File: src/rtl/timer_share_arb_pkg.sv
// Shared definitions for the timer-sharing arbiter: FSM encoding and default width.
package timer_share_arb_pkg;

  localparam int unsigned BIT_SZ_DEF = 16;

  typedef enum logic [1:0] {
    ST_IDLE  = 2'd0,
    ST_CLEAR = 2'd1,
    ST_RUN   = 2'd2,
    ST_DONE  = 2'd3
  } state_t;

endpackage

File: src/rtl/timer_share_arb_count.sv
// Enable-gated up-counter; the synchronous clear only acts on enabled cycles.
module tmr_count16 #(
  parameter int unsigned BIT_SZ = 16
) (
  input  logic              clock,
  input  logic              en,
  input  logic              clr_n,
  output logic [BIT_SZ-1:0] count
);

  always_ff @(posedge clock) begin
    if (en) begin
      if (!clr_n) count <= '0;
      else        count <= count + BIT_SZ'(1);
    end
  end

endmodule

File: src/rtl/timer_share_arb.sv
// Round-robin owner of one shared delay counter; clears, runs and stops it per grant.
module timer_share_arb
  import timer_share_arb_pkg::*;
#(
  parameter int unsigned BIT_SZ = BIT_SZ_DEF
) (
  input  logic              clock,
  input  logic              reset,
  input  logic              req0,
  input  logic [BIT_SZ-1:0] len0,
  input  logic              req1,
  input  logic [BIT_SZ-1:0] len1,
  input  logic              abort,
  output logic              gnt0,
  output logic              gnt1,
  output logic              done0,
  output logic              done1,
  output logic              busy,
  output logic [BIT_SZ-1:0] count_o
);

  state_t            state;
  logic              owner_q;
  logic              last_q;
  logic [BIT_SZ-1:0] len_q;
  logic              winner;
  logic              match;
  logic              stop;
  logic              cnt_en;
  logic              cnt_clr_n;

  // Contention goes to whoever was not served last; last_q resets to 1 so 0 wins first.
  assign winner = (req0 && req1) ? ~last_q : req1;
  assign match  = (count_o == len_q);
  assign stop   = abort || (owner_q ? !req1 : !req0);

  // Enable is forced during reset/clear so the gated clear lands; an abort freezes the count.
  assign cnt_en    = !reset || (state == ST_CLEAR) || ((state == ST_RUN) && !match && !stop);
  assign cnt_clr_n = reset && (state != ST_CLEAR);

  tmr_count16 #(.BIT_SZ(BIT_SZ)) u_count (
    .clock (clock),
    .en    (cnt_en),
    .clr_n (cnt_clr_n),
    .count (count_o)
  );

  always_ff @(posedge clock) begin
    if (!reset) begin
      state   <= ST_IDLE;
      owner_q <= 1'b0;
      last_q  <= 1'b1;
      len_q   <= '0;
      gnt0    <= 1'b0;
      gnt1    <= 1'b0;
      done0   <= 1'b0;
      done1   <= 1'b0;
      busy    <= 1'b0;
    end else begin
      done0 <= 1'b0;
      done1 <= 1'b0;
      case (state)
        ST_IDLE: begin
          if (req0 || req1) begin
            owner_q <= winner;
            len_q   <= winner ? len1 : len0;
            gnt0    <= !winner;
            gnt1    <= winner;
            busy    <= 1'b1;
            state   <= ST_CLEAR;
          end
        end
        ST_CLEAR, ST_RUN: begin
          if (stop) begin
            last_q <= owner_q;
            gnt0   <= 1'b0;
            gnt1   <= 1'b0;
            busy   <= 1'b0;
            state  <= ST_IDLE;
          end else if (state == ST_CLEAR) begin
            state <= ST_RUN;
          end else if (match) begin
            done0 <= !owner_q;
            done1 <= owner_q;
            state <= ST_DONE;
          end
        end
        ST_DONE: begin
          last_q <= owner_q;
          gnt0   <= 1'b0;
          gnt1   <= 1'b0;
          busy   <= 1'b0;
          state  <= ST_IDLE;
        end
        default: state <= ST_IDLE;
      endcase
    end
  end

endmodule

File: config.mk
export PLATFORM = sky130hd
export DESIGN_NAME = timer_share_arb
export DESIGN_NICKNAME = d
export VERILOG_FILES = /design/src/rtl/timer_share_arb_pkg.sv /design/src/rtl/timer_share_arb_count.sv /design/src/rtl/timer_share_arb.sv
export SDC_FILE = /design/constraint.sdc
export NUM_CORES = 1
export LEC_CHECK = 0
export BUFFER_PORTS_ARGS = -buffer_cell sky130_fd_sc_hd__buf_4
export CAP_MARGIN = 20
export CORE_ASPECT_RATIO = 1.4
export CORE_MARGIN = 5
export CORE_UTILIZATION = 45
export DETAILED_ROUTE_END_ITERATION = 6
export GPL_TIMING_DRIVEN = 0
export PLACE_DENSITY_LB_ADDON = 0.15
export SYNTH_ARGS = -nofsm -noshare
export SYNTH_HDL_FRONTEND = slang
export SYNTH_SLANG_ARGS = --single-unit
File: constraint.sdc
create_clock -name clock -period 2.5 [get_ports clock]
set_input_delay 0.125 -clock clock [delete_from_list [all_inputs] [get_ports clock]]
set_output_delay 0.125 -clock clock [all_outputs]
set_load 0.01 [all_outputs]
==> qor.txt <==
Placer congestion estimate - 0.874
Synth Net Count - 261
Worst Setup End Kind - flip-flop
Vias in the first global route - 1779
Average detailed-routed wire length per instance - 13.8 um
Port-buffer cells - 57
Met1 usage in global routing - 19.6%
Maximum clock frequency - 0.428 GHz
Via Count - 1793
Average footprint of a synthesized cell - 9.95 um2
Actual slew at the worst max-slew pin - 0.753 ns
Final Slew Violations - 0
Std-Cell Rows - 30
Crit path setup slack, layout - 0.162 ns
Req. time, crit path - 2.43 ns
Leakage power total - 1.16 nW
Arrival time of data at the critical path endpoint - 2.27 ns
Number of max-cap violations - 0
H-tree lvl count - 2
Slew Limit Headroom - 49.8%
Sequential cell area fraction in the yosys report - 45.2%
Fraction of registers with async set or reset after synthesis - 0%
Iteration-0 DRC Markers - 95
Count of cell types in the netlist - 37
Worst skew pair latency - 0.29 ns
Cts bufs inserted - 5
Setup TNS after final layout - 0 ns
Hold Path Class - primary input to flip-flop
Count of placed standard cells in the final layout, fillers left out - 347
Total design power - 0.00174 W
Post-route clock period utilization - 93.5%
Antenna-violating nets left - 0
Layout cell share with drive strength beyond 1 - 25.4%
Antenna diode count - 0
Post-layout utilization of the core - 57.9%
Residual DRC count - 0
HPWL reported at the end of detailed placement - 3.78 mm
Global route hottest layer - met2
Pin count of the biggest net entering global routing - 17
DP Worst Slack - 0.173 ns
Flip-flop and latch count after synthesis - 41
Number of filler instances in the final layout - 444
Endpoint of the most critical setup path - u_count.count[15]
Worst VDD drop - 0.000513 V
Area overhead of the layout relative to synthesis - 27.2%
Area of the core region - 4770 um2
Post-cts hold buffer count - 0
Number of placed instances, taps included - 339
Critical Path Start - u_count.count[0]
Cell taking the most area after synthesis - sky130_fd_sc_hd__dfxtp_1
Final worst clock skew - 0.00860 ns
Initial Utilization - 45.5%
First-pass GRT wire length - 8.00 mm
Chip height - 92.2 um
Main synth FF type - sky130_fd_sc_hd__dfxtp_1
Worst Setup Path Type - flip-flop to flip-flop
Area share of the leading cell type in the synthesized netlist - 23.1%
Post-Synthesis Cell Area - 2170 um2
Cell at the root of the clock tree - sky130_fd_sc_hd__clkbuf_8
Horiz. Die Dim - 68.7 um
Detailed Route WL - 4.80 mm
TritonCTS clock tree - built
Setup repair after global routing missed its margin - false
Quantity of gates resized following cts - 0
EDFF count, synth - 16
Instance count of the mapped netlist - 218
Cell area power density - 632 nW/um2
Capture point of the worst reg-to-reg path - u_count.count[15]
Via-per-instance ratio - 5.17
Run status - complete, no violations
Total setup buffers inserted after CTS - 0
Reg2reg path depth - 5
Maximum clock insertion buffer count - 2
Warning count from the yosys run - 0
Count of final setup violators - 0
Antenna violations before repair - 0
Final hold violation count - 0
Die area - 6330 um2
Commonest non-fill, non-tap cell in the layout - sky130_fd_sc_hd__buf_4
Critical path launch point type - flip-flop
Time the final worst path needs with I/O delays and setup - 2.34 ns
Global-route congestion overflow total - 0
Highest net fanout along the worst path - 16
Largest cells by area after synthesis - sky130_fd_sc_hd__dfxtp_1 (23%), sky130_fd_sc_hd__edfxtp_1 (22%), sky130_fd_sc_hd__mux2i_1 (8.8%)
GR Util met3 - 3.55%
Number of placed I/O pins - 58
Worst R2R Setup Slack - 0.16 ns
First-pass iteration count of the detailed router - 5
Global-route track usage on met2 - 27.6%
Nets - 325
Critical R2R Launch - u_count.count[0]
CTS sink cnt - 41
Global-route usage over all layers - 16.6%
Clock-pin slew on the worst setup and hold paths - 0.08 ns
Leading cell types in the layout, fill and taps excluded - sky130_fd_sc_hd__buf_4 (57), sky130_fd_sc_hd__nor2_1 (33), sky130_fd_sc_hd__dfxtp_1 (25)
## synth_stat cells (2+ instances only)
master and count:
sky130_fd_sc_hd__a211oi_1 16, sky130_fd_sc_hd__a21oi_1 8, sky130_fd_sc_hd__and3_1 2, sky130_fd_sc_hd__clkbuf_1 6, sky130_fd_sc_hd__dfxtp_1 25, sky130_fd_sc_hd__edfxtp_1 16
sky130_fd_sc_hd__ha_1 6, sky130_fd_sc_hd__inv_1 8, sky130_fd_sc_hd__mux2i_1 19, sky130_fd_sc_hd__nand2_1 6, sky130_fd_sc_hd__nand2b_1 4, sky130_fd_sc_hd__nand3_1 7
sky130_fd_sc_hd__nor2_1 33, sky130_fd_sc_hd__nor3_1 3, sky130_fd_sc_hd__nor4_1 4, sky130_fd_sc_hd__nor4_2 3, sky130_fd_sc_hd__o21ai_0 3, sky130_fd_sc_hd__o32ai_1 2
sky130_fd_sc_hd__or2_1 2, sky130_fd_sc_hd__or3_1 3, sky130_fd_sc_hd__xnor2_1 8, sky130_fd_sc_hd__xor2_1 19
## per-layer routing
layer  share of wire, %  routed length (um)  vias to the layer above
met5                  0                   0                        -
li1                   -                   -                      897
met3                4.0                 191                       11
met1                 41                1960                      832
met2                 52                2520                       53
met4                2.8                 136                        0
## state kept, by name, indices dropped and copies added (netlist names)
name           count
len_q             16
u_count.count     16
state              2
busy               1
done0              1
done1              1
gnt0               1
gnt1               1
last_q             1
owner_q            1
## per-stage QoR
stage	hold WS (ns)	area (um2)
2_1_floorplan	0.187	2170
3_3_place_gp	0.341	2680
3_5_place_dp	0.342	2680
4_1_cts	0.0368	2760
5_1_grt	0.0553	2760
6_report	0.0447	2760
## worst min-delay path by stage
stage                from      to  slack, ns  cells past startpoint
CTS                 reset  last_q       0.04                      2
detailed placement  reset  last_q       0.34                      2
global route        reset  last_q       0.06                      2
floorplan           reset  last_q       0.19                      1
global placement    reset  last_q       0.34                      2
finish              reset  last_q       0.04                      2
## area by class of cell
class,instances,area [um2],share of cell area (%)
plain buffers,9,42.5,1.54
clock buffers,6,72.6,2.63
clock inverters,2,10.0,0.363
inverters,8,30.0,1.09
multi-input cells,160,1120,40.4
flip-flops and latches,41,981,35.5
well taps,64,80.1,2.90
repair buffers,57,428,15.5
## worst max-delay path, cell delays in order (launching register included)
cell and delay [ns]:
sky130_fd_sc_hd__edfxtp_1 0.53, sky130_fd_sc_hd__xor2_1 0.21, sky130_fd_sc_hd__nor4_2 0.28, sky130_fd_sc_hd__nand4_1 0.22, sky130_fd_sc_hd__and3_4 0.25, sky130_fd_sc_hd__or2_1 0.49
## cells by family (layout without fill, tap and decap cells)
group                      count (synthesis)  after routing  share of synthesized area [%]
muxes                                     19             19                           8.77
buffers and inverters                     17             82                           3.34
xor gates and xnor gates                  27             27                           10.9
and+or+nand+nor                           75             75                           18.2
adders and majority gates                  6              6                           3.46
DFF                                       41             41                           45.2
AOI/OAI and AO/OA                         33             33                           10.2
## power breakdown
group          internal, W  leakage, nW  switching [W]
Clock             0.000193       0.0450       0.000215
Combinational     0.000225        0.740       0.000225
Sequential        0.000792        0.378      0.0000949
Total              0.00121         1.16       0.000535
Note: power is estimated with default switching activity, not from simulation.
